[src/rtl/exe_lsu_issue.sv]
// rtl/exe_lsu_issue.sv - in-order load/store issue unit between EXE and MEM; optional ALE detection under LSU_ALE_CHECK_EN
module exe_lsu_issue #(
  parameter int MAX_OUT = 2,
  parameter int PTR_W   = 1
) (
  input  logic        clk,
  input  logic        reset,
  input  logic        req_valid,
  output logic        req_ready,
  input  logic        req_we,
  input  logic [1:0]  req_size,
  input  logic        req_unsigned,
  input  logic [31:0] req_addr,
  input  logic [31:0] req_wdata,
  input  logic        flush,
  output logic        data_sram_req,
  output logic        data_sram_wr,
  output logic [1:0]  data_sram_size,
  output logic [3:0]  data_sram_wstrb,
  output logic [31:0] data_sram_addr,
  output logic [31:0] data_sram_wdata,
  input  logic        data_sram_addr_ok,
  input  logic        data_sram_data_ok,
  input  logic [31:0] data_sram_rdata,
  output logic        resp_valid,
  input  logic        resp_ready,
  output logic        resp_we,
  output logic [31:0] resp_rdata,
  output logic        resp_ale,
  output logic [31:0] resp_badv
);
  localparam int CNT_W = PTR_W + 1;

  // Entry storage; an entry is live from allocation until popped or flushed.
  logic [MAX_OUT-1:0] e_live, e_done, e_we, e_uns;
  logic [1:0]         e_size  [MAX_OUT];
  logic [31:0]        e_addr  [MAX_OUT];
  logic [31:0]        e_rdata [MAX_OUT];
`ifdef LSU_ALE_CHECK_EN
  logic [MAX_OUT-1:0] e_ale;
`endif

  logic [PTR_W-1:0] wr_ptr, ok_ptr, rd_ptr;
  logic [CNT_W-1:0] cnt, kill_cnt, pend_cnt;
  logic             mis, full, bus_acc, ale_acc, alloc, pop;
  logic [31:0]      ld_shift, ld_ext;

  function automatic logic [PTR_W-1:0] ptr_inc(input logic [PTR_W-1:0] p);
    return (p == PTR_W'(MAX_OUT - 1)) ? '0 : p + 1'b1;
  endfunction

`ifdef LSU_ALE_CHECK_EN
  assign mis = ((req_size == 2'd1) & req_addr[0]) | ((req_size == 2'd2) & (req_addr[1:0] != 2'b00));
  assign resp_ale = e_ale[rd_ptr];
`else
  assign mis = 1'b0;
  assign resp_ale = 1'b0;
`endif

  // Killed requests still hold bus slots until their data_ok drains.
  assign full    = ({1'b0, cnt} + {1'b0, kill_cnt}) == (CNT_W + 1)'(MAX_OUT);
  assign data_sram_req = req_valid & ~mis & ~full & ~flush;
  assign bus_acc = data_sram_req & data_sram_addr_ok;
  assign ale_acc = req_valid & mis & (cnt == '0) & (kill_cnt == '0) & ~flush;
  assign alloc   = bus_acc | ale_acc;
  assign req_ready = alloc;

  assign data_sram_wr   = req_we;
  assign data_sram_size = req_size;
  assign data_sram_addr = req_addr;

  assign resp_valid = (cnt != '0) & e_done[rd_ptr];
  assign pop        = resp_valid & resp_ready & ~flush;
  assign resp_we    = e_we[rd_ptr];
  assign resp_rdata = e_rdata[rd_ptr];
  assign resp_badv  = e_addr[rd_ptr];

  // Byte strobes and replicated store data from the request size and low address bits.
  always_comb begin
    data_sram_wstrb = 4'b0000;
    data_sram_wdata = req_wdata;
    case (req_size)
      2'd0: begin
        data_sram_wstrb = 4'b0001 << req_addr[1:0];
        data_sram_wdata = {4{req_wdata[7:0]}};
      end
      2'd1: begin
        data_sram_wstrb = req_addr[1] ? 4'b1100 : 4'b0011;
        data_sram_wdata = {2{req_wdata[15:0]}};
      end
      default: data_sram_wstrb = 4'b1111;
    endcase
    if (!req_we) data_sram_wstrb = 4'b0000;
  end

  // Align and extend the returning word for the entry owed this data_ok.
  always_comb begin
    ld_shift = data_sram_rdata >> {e_addr[ok_ptr][1:0], 3'b000};
    case (e_size[ok_ptr])
      2'd0:    ld_ext = {{24{~e_uns[ok_ptr] & ld_shift[7]}}, ld_shift[7:0]};
      2'd1:    ld_ext = {{16{~e_uns[ok_ptr] & ld_shift[15]}}, ld_shift[15:0]};
      default: ld_ext = ld_shift;
    endcase
    if (e_we[ok_ptr]) ld_ext = '0;
  end

  // Count live entries still waiting on the bus; these become kills on a flush.
  always_comb begin
    pend_cnt = '0;
    for (int i = 0; i < MAX_OUT; i++)
      pend_cnt = pend_cnt + CNT_W'(e_live[i] & ~e_done[i]);
  end

  // Buffer, pointer and kill bookkeeping.
  always_ff @(posedge clk) begin
    if (reset) begin
      wr_ptr   <= '0;
      ok_ptr   <= '0;
      rd_ptr   <= '0;
      cnt      <= '0;
      kill_cnt <= '0;
      e_live   <= '0;
      e_done   <= '0;
      e_we     <= '0;
      e_uns    <= '0;
`ifdef LSU_ALE_CHECK_EN
      e_ale    <= '0;
`endif
      for (int i = 0; i < MAX_OUT; i++) begin
        e_size[i]  <= '0;
        e_addr[i]  <= '0;
        e_rdata[i] <= '0;
      end
    end else if (flush) begin
      kill_cnt <= kill_cnt + pend_cnt - CNT_W'(data_sram_data_ok);
      e_live   <= '0;
      rd_ptr   <= wr_ptr;
      ok_ptr   <= wr_ptr;
      cnt      <= '0;
    end else begin
      if (data_sram_data_ok) begin
        if (kill_cnt != '0) begin
          kill_cnt <= kill_cnt - 1'b1;
        end else begin
          e_done[ok_ptr]  <= 1'b1;
          e_rdata[ok_ptr] <= ld_ext;
          ok_ptr          <= ptr_inc(ok_ptr);
        end
      end
      if (alloc) begin
        e_live[wr_ptr]  <= 1'b1;
        e_done[wr_ptr]  <= ale_acc;
        e_we[wr_ptr]    <= req_we;
        e_uns[wr_ptr]   <= req_unsigned;
        e_size[wr_ptr]  <= req_size;
        e_addr[wr_ptr]  <= req_addr;
        e_rdata[wr_ptr] <= '0;
`ifdef LSU_ALE_CHECK_EN
        e_ale[wr_ptr]   <= ale_acc;
`endif
        wr_ptr <= ptr_inc(wr_ptr);
        if (ale_acc) ok_ptr <= ptr_inc(wr_ptr);
      end
      if (pop) begin
        e_live[rd_ptr] <= 1'b0;
        rd_ptr         <= ptr_inc(rd_ptr);
      end
      cnt <= cnt + CNT_W'(alloc) - CNT_W'(pop);
    end
  end
endmodule

[config.mk]
export PLATFORM = sky130hd
export DESIGN_NAME = exe_lsu_issue
export DESIGN_NICKNAME = d
export VERILOG_FILES = /design/src/rtl/exe_lsu_issue.sv
export SDC_FILE = /design/constraint.sdc
export NUM_CORES = 1
export LEC_CHECK = 0
export CORE_AREA = 2 2 162 101
export CTS_CLUSTER_DIAMETER = 120
export DETAILED_ROUTE_END_ITERATION = 7
export DIE_AREA = 0 0 164 103
export PLACE_DENSITY = 0.87
export SYNTH_ARGS = -nofsm -noshare
export SYNTH_HDL_FRONTEND = slang
export SYNTH_SLANG_ARGS = --single-unit
export TNS_END_PERCENT = 1
[constraint.sdc]
create_clock -name clk -period 8.1 [get_ports clk]
set_clock_uncertainty 0.1 [all_clocks]
set_input_delay 0.81 -clock clk [delete_from_list [all_inputs] [get_ports clk]]
set_output_delay 0.81 -clock clk [all_outputs]
set_load 0.02 [all_outputs]
## Word level (Yosys, flattened, before mapping)

Memory sizes are Yosys's and may differ from the RTL's. A register that Yosys moved wholly into a read port is not among the register bits.
Cells that the tools add are included.

- Bits in registers: 15
- RAM bits: 132
- Input bits: 107
- Word-level logic and storage cells: 146
- Memories: 3

Memory list:

| memory | depth | width | read ports | clocked after Yosys merged registers in | write ports | line | RTL |
|---|---|---|---|---|---|---|---|
| e_addr | 2 | 32 | 2 | 2 | 2 | 37 | `logic [31:0] e_addr [MAX_OUT];` |
| e_rdata | 2 | 32 | 1 | 1 | 2 | 38 | `logic [31:0] e_rdata [MAX_OUT];` |
| e_size | 2 | 2 | 1 | 1 | 2 | 36 | `logic [1:0] e_size [MAX_OUT];` |

- $add $sub $neg: 10
- Magnitude comparators: 6
- Equality and inequality tests: 4
- Shift-type cells: 2
- Muxes and demuxes: 73
- Bitwise operators: 21
- Reduce and logical (&&, ||, !) cells: 18

Operator list:

| kind | number |
|---|---|
| $mux W32 | 4 |
| $pmux W32 S2 | 2 |
| $reduce_or A32 Y1 | 3 |
| $mux W1 | 46 |
| $shr A32 B5 Y32 | 1 |
| $mux W2 | 13 |
| $reduce_bool A2 Y1 | 5 |
| $and A1 B1 Y1 | 8 |
| $mux W4 | 2 |
| $pmux W4 S2 | 1 |
| $lt A1 B2 Y1 const B | 3 |
| $reduce_and A2 Y1 | 3 |
| $add A2 B2 Y2 | 2 |
| $and A1 B2 Y2 | 2 |
| $and A2 B2 Y2 | 2 |
| $bwmux W2 | 2 |
| $eq A2 B1 Y1 const B | 2 |
| $logic_not A2 Y1 | 2 |
| $not A1 Y2 | 2 |
| $not A2 Y2 | 2 |
| $or A2 B2 Y2 | 2 |
| $reduce_or A2 Y1 | 2 |
| $shl A1 B2 Y4 const A | 1 |
| $sub A2 B1 Y2 | 2 |
| other kinds (10) | 20 |

## Longest topological paths before layout

- Depth after elaboration: 12
- Depth in mapped cells: 10

## Least setup slack after synthesis

Ideal clock, no wire load.

- Path kind: flip-flop to output port
- From: register kill_cnt[0]
- To: output req_ready
- Data arrival time: 2.200 ns
- Data required time: 7.190 ns
- Path slack: 4.990 ns
- Cell stages (with the launch flop): 7
- Path through: dfxtp_1 > ha_1 > fa_1 > nor3b_1 > nor3b_1 > nand2_1 > inv_1

- Longest elaborated chain between the ends: 6

Ends and longest elaborated chain:

| item | line | RTL |
|---|---|---|
| from (decl) | 44 | `logic [CNT_W-1:0] cnt, kill_cnt, pend_cnt;` |
| from (signal assigned) | 135 | `kill_cnt <= kill_cnt + pend_cnt - CNT_W'(data_sram_data_ok);` |
| from (signal assigned) | 143 | `kill_cnt <= kill_cnt - 1'b1;` |
| $add A2 B2 Y3 | 61 | `assign full = ({1'b0, cnt} + {1'b0, kill_cnt}) == (CNT_W + 1)'(MAX_OUT);` |
| $eq A3 B2 Y1 | 61 |  |
| $not A1 Y1 | 62 | `assign data_sram_req = req_valid & ~mis & ~full & ~flush;` |
| $and A1 B1 Y1 (2 in series) | 62 |  |
| net data_sram_req | 16 | `output logic data_sram_req,` |
| $and A1 B1 Y1 | 63 | `assign bus_acc = data_sram_req & data_sram_addr_ok;` |
| to (decl) | 9 | `output logic req_ready,` |

The timed path passes the listed nets, and every way through them passes these cells.

## Worst setup path in the final report

- From: input req_size[0]
- To: output data_sram_wdata[15]

- Longest elaborated chain between the ends: 2
- Elaborated cells between the ends (all ways): 3

Ends and longest elaborated chain:

| item | line | RTL |
|---|---|---|
| from (decl) | 11 | `input logic [1:0] req_size,` |
| $eq A2 B1 Y1 or $logic_not A2 Y1 (tied branches) | 82 | `case (req_size)` |
| $pmux W32 S2 (*) | 82 |  |
| to (decl) | 21 | `output logic [31:0] data_sram_wdata,` |

Mark *: on every way between the ends. The rest lies on a longest branch, timed or not.

==> results.sh <==
export IMPL_syn2layout_area_growth_pct=37.0
export IMPL_fp_row_count=36
export IMPL_grt_overflow=0
export IMPL_reg2reg_slack_ns=4.64
export IMPL_post_cts_setup_buffer_count=0
export IMPL_fin_crit_sh=0.501
export IMPL_postLayoutCoreUtil=0.675
export IMPL_ir_worst_vdd_uv=109
export IMPL_syn_nets=851
export IMPL_path_cells="clkdlybuf4s50_1, nor2_1, mux2_2, clkdlybuf4s50_1"
export IMPL_drive_above_1_share=0.146
export IMPL_fin_crit_ns=4.06
export IMPL_r2r_end="e_rdata[1][28]"
export IMPL_die_w_um=164
export IMPL_detail_route_antenna_nets=0
export IMPL_relSlewSlack=0.175
export IMPL_drv_slew=0
export IMPL_first_pass_iters=5
export IMPL_path_buf_inv=2
export IMPL_cp_slowest_stage_delay_ns=0.73
export IMPL_cp_max_fo=12
export IMPL_cts_tree="built"
export IMPL_port_buffers=245
export IMPL_synth_edf_count=68
export IMPL_drt_total_wl_um=20100
export IMPL_power_mw=2.03
export IMPL_die_h_um=103
export IMPL_cts_buffers=17
export IMPL_cap_viol_max_count=0
export IMPL_nNetsFinal=1039
export IMPL_finalHoldViolCount=0
export IMPL_start_util=0.492
export IMPL_dr_total_vias=6140
export IMPL_post_drt_via_cell_ratio=5.35
export IMPL_start_kind="input port"
export IMPL_ys_warn_count=0
export IMPL_core_um2=15600
export IMPL_insertion_delay_ns=0.40
export IMPL_synthArstFlopShare=0
export IMPL_io_pins=247
export IMPL_grt_pass1_vias=5986
export IMPL_syn_inst=737
export IMPL_rsz0062_at_grt="no"
export IMPL_drc=0
export IMPL_crit_family="buffers and inverters"
export IMPL_synth_area_leaders="edfxtp_1, dfxtp_1, mux2_2, and2_1, buf_4"
export IMPL_clk_pin_slew_ns=0.06
export IMPL_post_drt_wl_per_cell_um=17.5
export IMPL_reg2regPathDepth=6
export IMPL_synth_common_cells="nand2_1, mux2_2, dfxtp_1"
export IMPL_synthDistinctLibCells=54
export IMPL_cpMostUsedCell="clkdlybuf4s50_1"
export IMPL_cp_arrival_ns=3.15
export IMPL_hold_buffers=0
export IMPL_ys_dominant_reg_cell="dfxtp_1"
export IMPL_cts_resized_gates=0
export IMPL_power_density_nw_per_um2=192
export IMPL_synth_top_area_frac=0.265
export IMPL_finalWeightedCongestion=0.839
export IMPL_hp_start="e_rdata[1][4]"
export IMPL_max_freq_ghz=0.246
export IMPL_cp_end_kind="output pin"
export IMPL_grt_pass1_wl_um=31000
export IMPL_gr_usage_all_layers=0.237
export IMPL_hold_path_class="reg -> reg"
export IMPL_leakage_nw=4.07
export IMPL_drtIter0Drc=502
export IMPL_clock_path_buffers=2
export IMPL_setup_viol=0
export IMPL_yosysMostFrequentCell="nand2_1"
export IMPL_min_to="e_rdata[1][4]"
export IMPL_fin_setup_tns_ns=0
export IMPL_required_ns=7.19
export IMPL_h_tree_depth=4
export IMPL_crit_type="in -> out"
export IMPL_dp_hpwl_um=14500
export IMPL_root_buffer="clkbuf_16"
export IMPL_outcome="completed"
export IMPL_yosys_area_top_type="edfxtp_1"
export IMPL_syn_area_um2=7700
export IMPL_yosysSeqAreaShare=0.476
export IMPL_grt_max_degree=65
export IMPL_dieArea_um2=16900
export IMPL_worstHoldPathCells=2
export IMPL_synth_seq_cells=149
export IMPL_worst_path_max_delay_cell="clkdlybuf4s50_1"
export IMPL_syn_avg_cell_area_um2=10.4
export IMPL_clkSinkCount=149
export IMPL_antenna_found_initial=1
export IMPL_worst_pin_slew_ns=1.24
-- metrics by stage --
step	cell area (um^2)	setup slack, ns	cells	hold WS, ns
floorplan	7700	4.99	737	0.319
global placement	9960	4.09	1115	0.329
detailed placement	9960	4.04	1115	0.337
CTS	10500	4.04	1147	0.347
global route	10500	3.97	1148	0.365
finish	10500	4.04	1148	0.346
-- routing by layer --
metal	up-vias	routed length, um	part of all wire	GRT usage
met3	17	1330	0.067	0.0527
met4	0	272	0.014	0.0648
met5	-	0	0	0
li1	2960	-	-	-
met1	2933	8970	0.45	0.321
met2	230	9480	0.47	0.388
-- cell usage in the layout, fill, tap and decap left out, types with 9 or more instances in the layout --
cell type        synthesis  routed
clkdlybuf4s50_1          0     245
dfxtp_1                 81      80
inv_1                   15      16
a21oi_1                 15      15
nand2_1                 88      88
o31ai_1                 32      32
buf_4                   44      10
nor2_1                  44      44
o21ai_0                  9       9
and2_1                  67      67
o21ai_1                 28      28
mux2i_1                 25      25
mux2_2                  87      87
edfxtp_1                68      68
clkbuf_16                0      19
-- worst register-to-register path: stages, from the launching register on --
cell and delay [ns]:
dfxtp_1 0.62, mux2i_2 0.26, buf_4 0.36, mux2i_1 0.32
o22ai_2 0.28, a221oi_4 1.08, o31ai_1 0.26
-- state kept, by name, indices dropped and copies added (netlist names), named ones only --
name / count
e_size: 4
rd_ptr: 1
e_we: 2
e_done: 2
e_addr: 64
ok_ptr: 1
wr_ptr: 1
e_uns: 2
e_live: 2
cnt: 2
e_rdata: 64
kill_cnt: 2
-- power breakdown --
part,internal (mW),switching (mW)
logic,0.203,0.227
clock network,0.443,0.312
registers,0.821,0.0189
-- layout make-up --
class	instances	area, um^2
clock buffer	21	493
inverter	16	60.1
clock inverter	11	86.3
sequential	149	3660
tap	209	262
fill	1178	5090
multi-input combinational	486	3450
timing repair buffer	255	2530
antenna	1	2.50
-- worst max path at each step --
stage | startpoint | end | slack [ns] | cells past startpoint
after CTS | req_size[0] | data_sram_wdata[15] | 4.04 | 4
after floorplan | kill_cnt[0] | req_ready | 4.99 | 6
after global routing | req_size[0] | data_sram_wdata[14] | 3.97 | 4
final | req_size[0] | data_sram_wdata[15] | 4.04 | 4
after detailed placement | req_size[0] | data_sram_wdata[15] | 4.04 | 4
after global placement | req_size[0] | data_sram_wdata[15] | 4.09 | 4
-- cell families (layout without fill, tap and decap cells) --
family | count (synthesis) | after routing | synth area share
DFF | 149 | 149 | 0.476
adders and majority gates | 7 | 7 | 0.0133
xor gates and xnor gates | 8 | 8 | 0.00910
and+or+nand+nor | 237 | 237 | 0.152
buffers and inverters | 102 | 303 | 0.0775
AOI/OAI and AO/OA | 116 | 116 | 0.104
muxes | 117 | 117 | 0.168
other | 1 | 2 | 0.000487
(Power assumes the default switching activity.)
